$ cat src/rtl/temp_burst_pkg.sv
// Shared state type and default parameters for the burst-count receiver.
package temp_burst_pkg;

    typedef enum logic {
        ST_IDLE  = 1'b0,
        ST_BURST = 1'b1
    } burst_state_e;

    localparam int DEF_N_CH       = 4;
    localparam int DEF_CNT_W      = 16;
    localparam int DEF_CLK_PER_US = 50;
    localparam int DEF_GAP_MS     = 2;
    localparam int DEF_TMO_MS     = 100;
    localparam int DEF_FILT_LEN   = 4;
    localparam int US_PER_MS      = 1000;

    // Counter width for values 0..n-1, never narrower than one bit.
    function automatic int cw(input int n);
        return (n > 1) ? $clog2(n) : 1;
    endfunction

endpackage

$ cat src/rtl/temp_dq_filt.sv
// One DQ line: 2-FF synchroniser, run-length glitch filter and rising-edge flag.
module temp_dq_filt
    import temp_burst_pkg::*;
#(
    parameter int FILT_LEN = DEF_FILT_LEN
) (
    input  logic clk_i,
    input  logic rst_ni,
    input  logic dq_i,
    output logic edge_o
);

    localparam int FW = cw(FILT_LEN);
    localparam logic [FW-1:0] LAST = FW'(FILT_LEN - 1);

    logic          s1_q;
    logic          s2_q;
    logic          filt_q;
    logic          filt_d;
    logic          prev_q;
    logic          edge_q;
    logic [FW-1:0] cnt_q;
    logic [FW-1:0] cnt_d;

    // cnt_q counts consecutive samples disagreeing with the filtered level.
    always_comb begin
        filt_d = filt_q;
        cnt_d  = '0;
        if (s2_q != filt_q) begin
            if (cnt_q == LAST) begin
                filt_d = s2_q;
            end else begin
                cnt_d = cnt_q + 1'b1;
            end
        end
    end

    always_ff @(posedge clk_i or negedge rst_ni) begin
        if (!rst_ni) begin
            s1_q   <= 1'b0;
            s2_q   <= 1'b0;
            filt_q <= 1'b0;
            cnt_q  <= '0;
            prev_q <= 1'b0;
            edge_q <= 1'b0;
        end else begin
            s1_q   <= dq_i;
            s2_q   <= s1_q;
            filt_q <= filt_d;
            cnt_q  <= cnt_d;
            prev_q <= filt_q;
            edge_q <= filt_q & ~prev_q;
        end
    end

    assign edge_o = edge_q;

endmodule

$ cat src/rtl/temp_burst_rx.sv
// Multi-channel pulse-burst counter: counts filtered DQ pulses per burst,
// publishes the count after an idle gap and flags absent or saturating sensors.
module temp_burst_rx
    import temp_burst_pkg::*;
#(
    parameter int N_CH       = DEF_N_CH,
    parameter int CNT_W      = DEF_CNT_W,
    parameter int CLK_PER_US = DEF_CLK_PER_US,
    parameter int GAP_MS     = DEF_GAP_MS,
    parameter int TMO_MS     = DEF_TMO_MS,
    parameter int FILT_LEN   = DEF_FILT_LEN
) (
    input  logic                  CLK,
    input  logic                  RST,
    input  logic [N_CH-1:0]       TEMP_DQ,
    input  logic                  ERR_CLR,
    output logic [N_CH*CNT_W-1:0] TEMP_DATA,
    output logic [N_CH-1:0]       TEMP_VLD,
    output logic [N_CH-1:0]       TEMP_ERR,
    output logic [N_CH-1:0]       TEMP_OVF
);

    localparam int UW = cw(CLK_PER_US);
    localparam int MW = cw(US_PER_MS);
    localparam int GW = cw(GAP_MS + 1);
    localparam int IW = cw(TMO_MS + 1);

    localparam logic [CNT_W-1:0] CMAX  = '1;
    localparam logic [GW-1:0]    GLAST = GW'(GAP_MS - 1);
    localparam logic [IW-1:0]    IMAX  = IW'(TMO_MS);

    logic [UW-1:0] us_q;
    logic [UW-1:0] us_d;
    logic [MW-1:0] ms_q;
    logic [MW-1:0] ms_d;
    logic          us_tick;
    logic          ms_tick;

    assign us_tick = (us_q == UW'(CLK_PER_US - 1));
    assign ms_tick = us_tick && (ms_q == MW'(US_PER_MS - 1));
    assign us_d    = us_tick ? '0 : us_q + 1'b1;
    assign ms_d    = ms_tick ? '0 : (us_tick ? ms_q + 1'b1 : ms_q);

    logic [N_CH-1:0] pulse;

    for (genvar g = 0; g < N_CH; g++) begin : g_filt
        temp_dq_filt #(
            .FILT_LEN(FILT_LEN)
        ) u_filt (
            .clk_i (CLK),
            .rst_ni(RST),
            .dq_i  (TEMP_DQ[g]),
            .edge_o(pulse[g])
        );
    end

    burst_state_e     st_q   [N_CH];
    burst_state_e     st_d   [N_CH];
    logic [CNT_W-1:0] cnt_q  [N_CH];
    logic [CNT_W-1:0] cnt_d  [N_CH];
    logic [CNT_W-1:0] data_q [N_CH];
    logic [CNT_W-1:0] data_d [N_CH];
    logic [GW-1:0]    gap_q  [N_CH];
    logic [GW-1:0]    gap_d  [N_CH];
    logic [IW-1:0]    idle_q [N_CH];
    logic [IW-1:0]    idle_d [N_CH];
    logic [N_CH-1:0]  vld_q;
    logic [N_CH-1:0]  vld_d;
    logic [N_CH-1:0]  err_q;
    logic [N_CH-1:0]  err_d;
    logic [N_CH-1:0]  ovf_q;
    logic [N_CH-1:0]  ovf_d;

    // Clears are applied first so that a coincident set overrides them.
    always_comb begin
        for (int i = 0; i < N_CH; i++) begin
            st_d[i]   = st_q[i];
            cnt_d[i]  = cnt_q[i];
            gap_d[i]  = gap_q[i];
            data_d[i] = data_q[i];
            idle_d[i] = idle_q[i];
            vld_d[i]  = 1'b0;
            err_d[i]  = ERR_CLR ? 1'b0 : err_q[i];
            ovf_d[i]  = ERR_CLR ? 1'b0 : ovf_q[i];
            unique case (st_q[i])
                ST_IDLE: begin
                    if (pulse[i]) begin
                        st_d[i]  = ST_BURST;
                        cnt_d[i] = CNT_W'(1);
                        gap_d[i] = '0;
                    end
                end
                ST_BURST: begin
                    if (pulse[i]) begin
                        gap_d[i] = '0;
                        if (cnt_q[i] == CMAX) begin
                            ovf_d[i] = 1'b1;
                        end else begin
                            cnt_d[i] = cnt_q[i] + 1'b1;
                        end
                    end else if (ms_tick) begin
                        if (gap_q[i] == GLAST) begin
                            data_d[i] = cnt_q[i];
                            vld_d[i]  = 1'b1;
                            err_d[i]  = 1'b0;
                            cnt_d[i]  = '0;
                            gap_d[i]  = '0;
                            st_d[i]   = ST_IDLE;
                        end else begin
                            gap_d[i] = gap_q[i] + 1'b1;
                        end
                    end
                end
                default: st_d[i] = ST_IDLE;
            endcase
            if (pulse[i]) begin
                idle_d[i] = '0;
            end else if (ms_tick && idle_q[i] != IMAX) begin
                idle_d[i] = idle_q[i] + 1'b1;
                if (idle_q[i] == IMAX - 1'b1) begin
                    err_d[i] = 1'b1;
                end
            end
        end
    end

    always_ff @(posedge CLK or negedge RST) begin
        if (!RST) begin
            us_q  <= '0;
            ms_q  <= '0;
            vld_q <= '0;
            err_q <= '0;
            ovf_q <= '0;
            for (int i = 0; i < N_CH; i++) begin
                st_q[i]   <= ST_IDLE;
                cnt_q[i]  <= '0;
                data_q[i] <= '0;
                gap_q[i]  <= '0;
                idle_q[i] <= '0;
            end
        end else begin
            us_q  <= us_d;
            ms_q  <= ms_d;
            vld_q <= vld_d;
            err_q <= err_d;
            ovf_q <= ovf_d;
            for (int i = 0; i < N_CH; i++) begin
                st_q[i]   <= st_d[i];
                cnt_q[i]  <= cnt_d[i];
                data_q[i] <= data_d[i];
                gap_q[i]  <= gap_d[i];
                idle_q[i] <= idle_d[i];
            end
        end
    end

    always_comb begin
        TEMP_DATA = '0;
        for (int i = 0; i < N_CH; i++) begin
            TEMP_DATA[i*CNT_W +: CNT_W] = data_q[i];
        end
    end

    assign TEMP_VLD = vld_q;
    assign TEMP_ERR = err_q;
    assign TEMP_OVF = ovf_q;

endmodule

$ cat config.mk
export PLATFORM = sky130hd
export DESIGN_NAME = temp_burst_rx
export DESIGN_NICKNAME = d
export VERILOG_FILES = /design/src/rtl/temp_burst_pkg.sv /design/src/rtl/temp_dq_filt.sv /design/src/rtl/temp_burst_rx.sv
export SDC_FILE = /design/constraint.sdc
export NUM_CORES = 1
export LEC_CHECK = 0
export ABC_AREA = 1
export CAP_MARGIN = 15
export CORE_MARGIN = 1
export CORE_UTILIZATION = 40
export DETAILED_ROUTE_END_ITERATION = 6
export PLACE_DENSITY = 0.66
export SYNTH_ARGS = -nofsm -noshare
export SYNTH_HDL_FRONTEND = slang
export SYNTH_HIERARCHICAL = 1
export SYNTH_SLANG_ARGS = --single-unit
$ cat constraint.sdc
create_clock -name CLK -period 1.9 [get_ports CLK]
set_input_delay 0.285 -clock CLK [delete_from_list [all_inputs] [get_ports CLK]]
set_output_delay 0.285 -clock CLK [all_outputs]
set_load 0.05 [all_outputs]
==> metrics, run 1 <==
run status=finished, final reports clean; Synth Area in Compound Gates=about 5.2%; Die Wd=172 um; Slew Limit Headroom=between 60% and 70%; clock transition at the registers of the reported paths=60 ps; Synth Net Count=1,498; Final Hold Fails=0; startpoint type of the worst setup path=flop; Setup crit end kind=flop; Reg-to-Reg End=TEMP_ERR[1]$_DFF_PN0_; Slew Viols, Final=0; Pwr Total=between 10 and 15 mW; post-synthesis xor/xnor area fraction=between 2 and 2.5%; die area=between 20,000 and 30,000 um2; placed instance area=~13,000 um2; measured slew at the worst slew-check pin=just under 600 ps; final instance area=~14,000 um2; max-cap viol count=0; Req. time, crit path=~2400 ps; routability cong.=0.903; Worst Clk Skew=9.34 ps; critical path type=flop to flop; final cycle utilization of the critical path=97.5%; clock latency on the worst-skew pair=about 530 ps; EDFF count, synth=0; PD cells=around 910 nW/um2; share of layout cells above drive strength 1=a little over an eighth; Hold Crit Class=input port to flop; WL final=approximately 26,000 um; Clock Path Buffers=3; Total Routing Usage GR=between 10% and 20%; Post-Synth Simple-Gate Area=a little over a third; worst path arrival time=between 2000 and 2500 ps; CTS root buf=clkbuf_16; fmax=540 MHz; H-tree depth reported by CTS=1; static leakage=just over 7 nW; placement row count=roughly 60; vias in the first global route=approximately 9,300; Routed Antenna Nets=0; IO Port Bufs=82; drt initial violations=683; critical path peak fanout=6; Ys Warns=6; mux cell area share after synthesis=0%; worst setup path end=TEMP_ERR[1]$_DFF_PN0_; IO Pins=83; core box area=around 28,000 um2; Synth Flop Type=dfrtp_1; crit path from=us_q[1]$_DFF_PN0_; Detailed Place HPWL=18,200 um; CTS tree=yes; Worst R2R Path Depth=10; R2R setup slack=about 47 ps; Hold WS=around 190 ps; first-pass GRT wire length=approximately 45,000 um; die height=between 150 and 200 um; syn avg cell area=between 7 and 8 um2; count of cell types in the netlist=44; Residual DRC=0; Synth area leaders=dfrtp_1, nand2_1, nand3_1, nor2_1, inv_1; Wirelength per Cell=around 13 um; top cell type's share of synthesized area=roughly half; Cells after Synth=between 1,000 and 1,500; fin nets=1,628; Clock Sinks=between 200 and 250; pin count of the biggest net entering global routing=64; register area share after synthesis=around half; final setup fails=0; number of antenna violations at the first check in global routing=0; Adder-Cell Fraction of Synth Area=a little over 2%; setup repair after global routing missed its margin=yes; synthesis-stage register bit count=between 200 and 250; total CTS buffers=26; Via Count=just under 10,000; FFs w/ async S/R, synth=100%; vias per cell=between 4 and 5; peak supply drop=approximately 0.62 mV; RR Startpoint=us_q[1]$_DFF_PN0_; Period minus WS final=~1900 ps; ANT cells=0; area of the mapped netlist=approximately 12,000 um2; largest family of logic cells by synthesized area=simple AND/OR/NAND/NOR gates; top cell type by total area after synthesis=dfrtp_1; DRT Pass-1 Iters=5; initial core utilization=41.2%; Area Growth Syn to Fin=21.8%; GRT overflow=0
per-stage QoR:
step,utilization (%),setup WS (ps),TNS [ps],instances
finish,50.2,46.9,0,1999
global route,50.2,-88.1,-1530,1999
CTS,49.2,5.88,0,1989
detailed placement,46.5,-104,-240,1941
global placement,46.5,-46.1,-74.6,1941
floorplan,-,234,0,1472
cells in the final DEF (no fill, tap or decap), types with 42 or more instances in the layout:
master	count
inv_1	145
dfrtp_1	224
dlygate4sd2_1	71
nand2_1	453
o21ai_1	52
nand2_2	42
nand4_1	54
nor2_1	149
buf_4	50
nand3_1	122
worst min path at each step:
| stage | start | to | slack [ps] | depth (start not counted) |
|---|---|---|---|---|
| 5_1_grt | TEMP_DQ[0] | g_filt[0].u_filt/s1_q$_DFF_PN0_ | 200 | 1 |
| 3_3_place_gp | RST | TEMP_DATA[28]$_DFFE_PN0P_ | 180 | 1 |
| 6_report | TEMP_DQ[3] | g_filt[3].u_filt/s1_q$_DFF_PN0_ | 190 | 1 |
| 4_1_cts | TEMP_DQ[3] | g_filt[3].u_filt/s1_q$_DFF_PN0_ | 170 | 1 |
| 2_1_floorplan | RST | TEMP_DATA[0]$_DFFE_PN0P_ | -10 | 0 |
| 3_5_place_dp | RST | TEMP_DATA[28]$_DFFE_PN0P_ | 180 | 1 |
cells in the mapped netlist, types with 5 or more instances:
master / instances
o21ai_1: 52
nand4_1: 54
inv_1: 146
nand2_1: 462
nor2_1: 151
o21ai_0: 33
xor2_1: 24
nand2_2: 38
buf_2: 7
nor2_2: 5
nor3_1: 12
nand3_1: 126
o21ai_2: 12
nand3b_1: 5
nor4_1: 8
clkbuf_1: 21
a21oi_1: 7
inv_2: 12
ha_1: 19
dfrtp_1: 224
kinds of logic (layout without fill, tap and decap cells):
logic type | after synthesis | count (layout)
AO/OA/AOI/OAI | 108 | 108
adder cells (fa/ha/maj) | 19 | 19
flip-flops | 224 | 224
AND/OR/NAND/NOR | 894 | 895
buffers and inverters | 200 | 348
XOR/XNOR | 27 | 27
area by class of cell:
cell class | count | area, um2
clock inverter | 8 | 48.8
multi-input combinational | 1049 | 5270
clock buffer | 39 | 801
sequential | 224 | 5610
fill | 2750 | 14000
inverter | 161 | 616
timing repair buffer | 140 | 1270
tap | 378 | 473
state kept, by name (all words and copies together) (netlist names):
register,cells
g_filt.u_filt/prev_q,4
g_filt.u_filt/s1_q,4
TEMP_DATA,64
idle_q,28
gap_q,8
TEMP_VLD,4
TEMP_ERR,4
ms_q,10
cnt_q,64
g_filt.u_filt/edge_o,4
st_q,4
g_filt.u_filt/s2_q,4
g_filt.u_filt/filt_q,4
TEMP_OVF,4
g_filt.u_filt/cnt_q,8
us_q,6
power by group:
part	internal, mW	total (mW)	switching, mW
registers	5.16	5.52	0.360
clock network	2.90	4.89	1.99
logic	0.828	2.45	1.62
total	8.89	12.9	3.97
what timing repair did:
item,CTS,global route
hold buffers,1,0
setup endpoints to repair,75,150
pin swaps,0,9
setup buffers,0,10
cloned,0,2
resized for setup,73,39
endpoints found under the hold margin,126,0
critical path, cell delays in order, from the launching register on:
cell        delay [ps]
dfrtp_1            380
inv_1               60
ha_2               160
nand3_2             70
nor2_4             170
buf_6              150
clkinvlp_4         150
nor4_4             310
buf_4              180
nand3_2             70
o21ai_2             70
layer usage:
metal | GRT usage [%] | up-vias | routed length (um)
met5 | 0 | - | 0
met4 | 4.27 | 0 | 545
met3 | 2.15 | 39 | 940
met2 | 30.3 | 165 | 12200
met1 | 25.4 | 4638 | 12500
li1 | - | 4977 | -
No activity file was read; power rests on OpenSTA's default activity.
==> run 2: changes to the inputs <==
- CTS_CLUSTER_SIZE: default -> 28
- clock period: 1.9 -> 2.15 ns (I/O delays scaled with it)
==> run 2 against run 1 <==
Against the previous run: global-route usage about the same; clock power fell by 9.8%; clock-buffer cell count shrank 5; final area down 2.2%; largest power group unchanged; highest routed layer unchanged; combinational power down 24%; die area did not move.
==> metrics, run 2 (synthesis results as in run 1) <==
Pint=~7.7 mW; core box area=28,100 um2; H-tree depth reported by CTS=1; pin count of the biggest net entering global routing=58; total CTS buffers=26; Residual DRC=0; Period minus WS final=2060 ps; placed insts=between 1,500 and 2,000; most common cell after layout, fill and taps aside=nand2_1; GRT overflow=0; die height=~170 um; critical path type=flop to output port; IO Port Bufs=82; Setup crit end kind=output port; clock transition at the registers of the reported paths=roughly 60 ps; Final Hold Fails=0; switching part of the total=30.6%; startpoint type of the worst setup path=flop; delay-heaviest family, CP=buffers and inverters; static leakage=6.71 nW; setup TNS=0 ps; peak supply drop=around 0.52 mV; IO Pins=83; Wirelength per Cell=13.1 um; fmax=roughly 480 MHz; final cycle utilization of the critical path=~96%; Crit path largest cell delay=820 ps; CTS tree=yes; setup repair after global routing missed its margin=no; Post-Layout Cell Count=~2,000; Finished Core Util=between 40% and 50%; clock latency on the worst-skew pair=roughly 530 ps; Die Wd=172 um; WL final=~26,000 um; first-pass GRT wire length=about 45,000 um; Total Routing Usage GR=between 10% and 20%; Hold WS=between 200 and 250 ps; Comb pwr share=between 15 and 20%; number of antenna violations at the first check in global routing=0; routability cong.=a little under 0.9; Detailed Place HPWL=around 18,000 um; Psw=about 3.4 mW; Clk network pwr share=approximately 40%; max-cap viol count=0; Post-CTS Setup Bufs=0; buffer and inverter count on the worst path=1; DRT Pass-1 Iters=4; Sequential Power Share=~44%; vias in the first global route=9,360; Clock Sinks=224; worst path arrival time=1740 ps; Area Growth Syn to Fin=19.1%; Worst Clk Skew=20.2 ps; measured slew at the worst slew-check pin=between 600 and 700 ps; Via Count=9,624; Worst path slowest cell=clkdlybuf4s50_1; Slew Limit Headroom=59.4%; ANT cells=0; run status=finished, final reports clean; final setup fails=0; PnR worst setup slack=85.0 ps; die area=between 20,000 and 30,000 um2; commonest non-fill, non-tap cells in the layout=nand2_1, dfrtp_1, nor2_1; fin nets=between 1,500 and 2,000; Critical Path, Cell by Cell=clkdlybuf4s50_1; placement row count=61; Routed Antenna Nets=0; Pwr Total=approximately 11 mW; worst slack at placement=between 150 and 200 ps; critical path peak fanout=2; Hold Crit Class=input port to flop; drt initial violations=about 600; initial core utilization=41.2%; Slew Viols, Final=0; placed instance area=~13,000 um2; share of layout cells above drive strength 1=between 10% and 20%; PD cells=between 800 and 900 nW/um2; final instance area=~14,000 um2; Clock Path Buffers=3; CTS root buf=clkbuf_16; Req. time, crit path=1830 ps; vias per cell=~4.9
==> run 2: cell types whose count changed in the layout (fill, tap and decap cells not counted), sizes merged, moves of 2 or more <==
| cell | change |
|---|---|
| clkbuf | -6 |
| buf | -35 |
| bufinv | +2 |
| clkinv | +4 |
| dlygate4sd2 | -71 |
| clkdlybuf4s50 | +76 |
==> run 2: path summary, 6_finish.rpt <==
kind,startpoint,to,slack [ps],cells past startpoint
setup / recovery,TEMP_DATA[59]$_DFFE_PN0P_,TEMP_DATA[59],90,1
hold / removal,TEMP_DQ[0],g_filt[0].u_filt/s1_q$_DFF_PN0_,240,1
setup reg to reg,us_q[1]$_DFF_PN0_,TEMP_ERR[0]$_DFF_PN0_,170,10
hold reg to reg,g_filt[1].u_filt/s1_q$_DFF_PN0_,g_filt[1].u_filt/s2_q$_DFF_PN0_,350,0
max in group asynchronous,RST,cnt_q[3]$_DFFE_PN0P_,1190,3
min in group asynchronous,RST,TEMP_DATA[28]$_DFFE_PN0P_,250,2
==> run 2: area by class of cell <==
class / count / area (um2)
tap: 378 / 473
multi-input combinational: 1049 / 5140
inverter: 161 / 609
clock inverter: 14 / 131
fill: 2722 / 14300
clock buffer: 34 / 732
sequential: 224 / 5610
timing repair buffer: 109 / 1080
==> run 2: power by group through the flow <==
stage          clock network, mW  registers (mW)  logic, mW
6_report                    4.41            4.88       1.87
5_1_grt                     4.71            4.94       2.14
3_5_place_dp                   0            4.96       1.87
3_3_place_gp                   0            4.94       1.82
2_1_floorplan                  0            4.84       1.47
4_1_cts                     4.54            4.89       1.87
==> run 2: timing repair <==
action	CTS	global route
endpoints found under the setup margin	0	42
resized for setup	0	3
hold endpoints to repair	120	0
hold buffers	1	0
==> run 2: layer usage <==
layer | vias up | global-route usage [%] | part of all wire, %
met4 | 0 | 5.08 | 2.2
li1 | 4919 | - | -
met3 | 39 | 2.56 | 4.2
met1 | 4488 | 25.1 | 48
met5 | - | 0 | 0
met2 | 178 | 29.9 | 45
==> run 3: changes to the inputs <==
- CORE_ASPECT_RATIO: default -> 0.7
==> run 3 against run 2 <==
Against the previous run: combinational power about the same; worst setup slack worse by 35 ps; total power down 2.0%; non-clock buffer count up 6; final area down 0.42%; worst hold slack worse by 4.5 ps; sequential power about the same; maximum frequency down 1.7%; critical path type unchanged; flip-flop and latch count unchanged.
==> metrics, run 3 (synthesis results as in run 1) <==
Total Routing Usage GR=between 10% and 20%; static leakage=between 6 and 7 nW; die height=between 100 and 150 um; Worst R2R Path Depth=10; H-tree depth reported by CTS=1; final instance area=13,700 um2; Hold WS=between 200 and 250 ps; worst slack at placement=roughly 32 ps; Finished Core Util=48.8%; setup TNS=0 ps; critical path type=flop to output port; commonest non-fill, non-tap cells in the layout=nand2_1, dfrtp_1, nor2_1; IO Pins=83; Clock Path Buffers=3; worst path arrival time=approximately 1800 ps; Routed Antenna Nets=0; Req. time, crit path=roughly 1800 ps; Critical Path, Cell by Cell=clkdlybuf4s50_1; Wirelength per Cell=13.4 um; placed instance area=between 10,000 and 15,000 um2; PD cells=approximately 800 nW/um2; placement row count=slightly above 50; Area Growth Syn to Fin=18.6%; core box area=approximately 28,000 um2; Worst path slowest cell=clkdlybuf4s50_1; ANT cells=0; clock latency on the worst-skew pair=~530 ps; total CTS buffers=24; R2R setup slack=~170 ps; Residual DRC=0; Die Wd=~210 um; PnR worst setup slack=~50 ps; vias per cell=4.95; final setup fails=0; fin nets=around 1,600; Final Hold Fails=0; fmax=476 MHz; Crit path largest cell delay=between 800 and 900 ps; peak supply drop=around 0.47 mV; Worst Hold Launch=TEMP_DQ[3]; Setup crit end kind=output port; fillers=approximately 2,700; Reg-to-Reg End=idle_q[9]$_DFFE_PN0P_; Post-CTS Setup Bufs=0; routability cong.=~0.89; first-pass GRT wire length=~44,000 um; buffer and inverter count on the worst path=1; Hold Crit Class=input port to flop; setup repair after global routing missed its margin=no; critical path peak fanout=2; Slew Viols, Final=0; hold depth=1; share of layout cells above drive strength 1=between 10% and 20%; max-cap viol count=0; Detailed Place HPWL=18,500 um; Worst Hold End=g_filt[3].u_filt/s1_q$_DFF_PN0_; clock transition at the registers of the reported paths=approximately 60 ps; pin count of the biggest net entering global routing=63; Slew Limit Headroom=60.7%; WL final=about 26,000 um; CTS tree=yes; run status=finished, final reports clean; GRT overflow=0; startpoint type of the worst setup path=flop; Period minus WS final=~2100 ps; delay-heaviest family, CP=buffers and inverters; measured slew at the worst slew-check pin=588 ps; Via Count=between 9,000 and 10,000; initial core utilization=41.2%; vias in the first global route=slightly below 9,000; die area=between 20,000 and 30,000 um2; drt initial violations=706; CTS root buf=clkbuf_16; final cycle utilization of the critical path=between 90% and 100%; number of antenna violations at the first check in global routing=0; RR Startpoint=ms_q[0]$_DFFE_PN0P_; Clock Sinks=224; most common cell after layout, fill and taps aside=nand2_1; Worst Clk Skew=about 21 ps; IO Port Bufs=between 80 and 90; DRT Pass-1 Iters=4
==> run 3: metal layers <==
layer	vias to the layer above	GRT usage, %	wire length, um
met5	-	0	0
met4	0	3.31	366
met3	26	3.02	1420
met2	242	26.8	10900
met1	4523	27.9	13600
li1	4912	-	-
==> run 3: worst max path at each step <==
stage                     startpoint                        end  slack, ps  cells past startpoint
3_5_place_dp       us_q[1]$_DFF_PN0_      TEMP_ERR[0]$_DFF_PN0_         30                     10
4_1_cts            us_q[1]$_DFF_PN0_      TEMP_ERR[0]$_DFF_PN0_          5                     10
5_1_grt        TEMP_ERR[0]$_DFF_PN0_                TEMP_ERR[0]      0.009                      1
6_report       TEMP_ERR[0]$_DFF_PN0_                TEMP_ERR[0]         50                      1
3_3_place_gp       us_q[1]$_DFF_PN0_      TEMP_ERR[1]$_DFF_PN0_        110                     10
2_1_floorplan      us_q[1]$_DFF_PN0_  TEMP_DATA[12]$_DFFE_PN0P_        480                     11
==> run 3: timing repair <==
item / in CTS / in global routing
hold buffers: 1 / 0
gates resized for setup: 0 / 2
endpoints found under the setup margin: 0 / 35
endpoints found under the hold margin: 56 / 0
==> run 3: layout make-up <==
cell class / instances / area [um2] / area share [%]
Clock buffer: 34 / 719 / 5.25
Multi-Input combinational cell: 1048 / 5130 / 37.4
Timing Repair Buffer: 115 / 1110 / 8.12
Clock inverter: 9 / 76.3 / 0.557
Tap cell: 371 / 464 / 3.38
Sequential cell: 224 / 5610 / 40.9
Inverter: 161 / 607 / 4.42
==> run 3: worst register-to-register path, delay by kind of cell (launching register included) <==
family / cells / cell delay, ps
simple gates: 7 / 870
fa+ha+maj: 1 / 240
flops: 1 / 410
buf+inv: 2 / 360
==> run 3: where the power goes <==
part / total [mW] / switching (mW) / internal [mW] / leakage [nW]
sequential: 4.89 / 0.331 / 4.56 / 3.04
clock: 4.16 / 1.71 / 2.45 / 0.402
combinational: 1.90 / 1.33 / 0.562 / 3.27
==> run 3: stage by stage <==
stage | instances | total power [mW]
CTS | 1962 | 11.1
floorplan | 1472 | 6.30
global placement | 1918 | 6.79
global route | 1962 | 11.6
detailed placement | 1918 | 6.86
finish | 1962 | 10.9
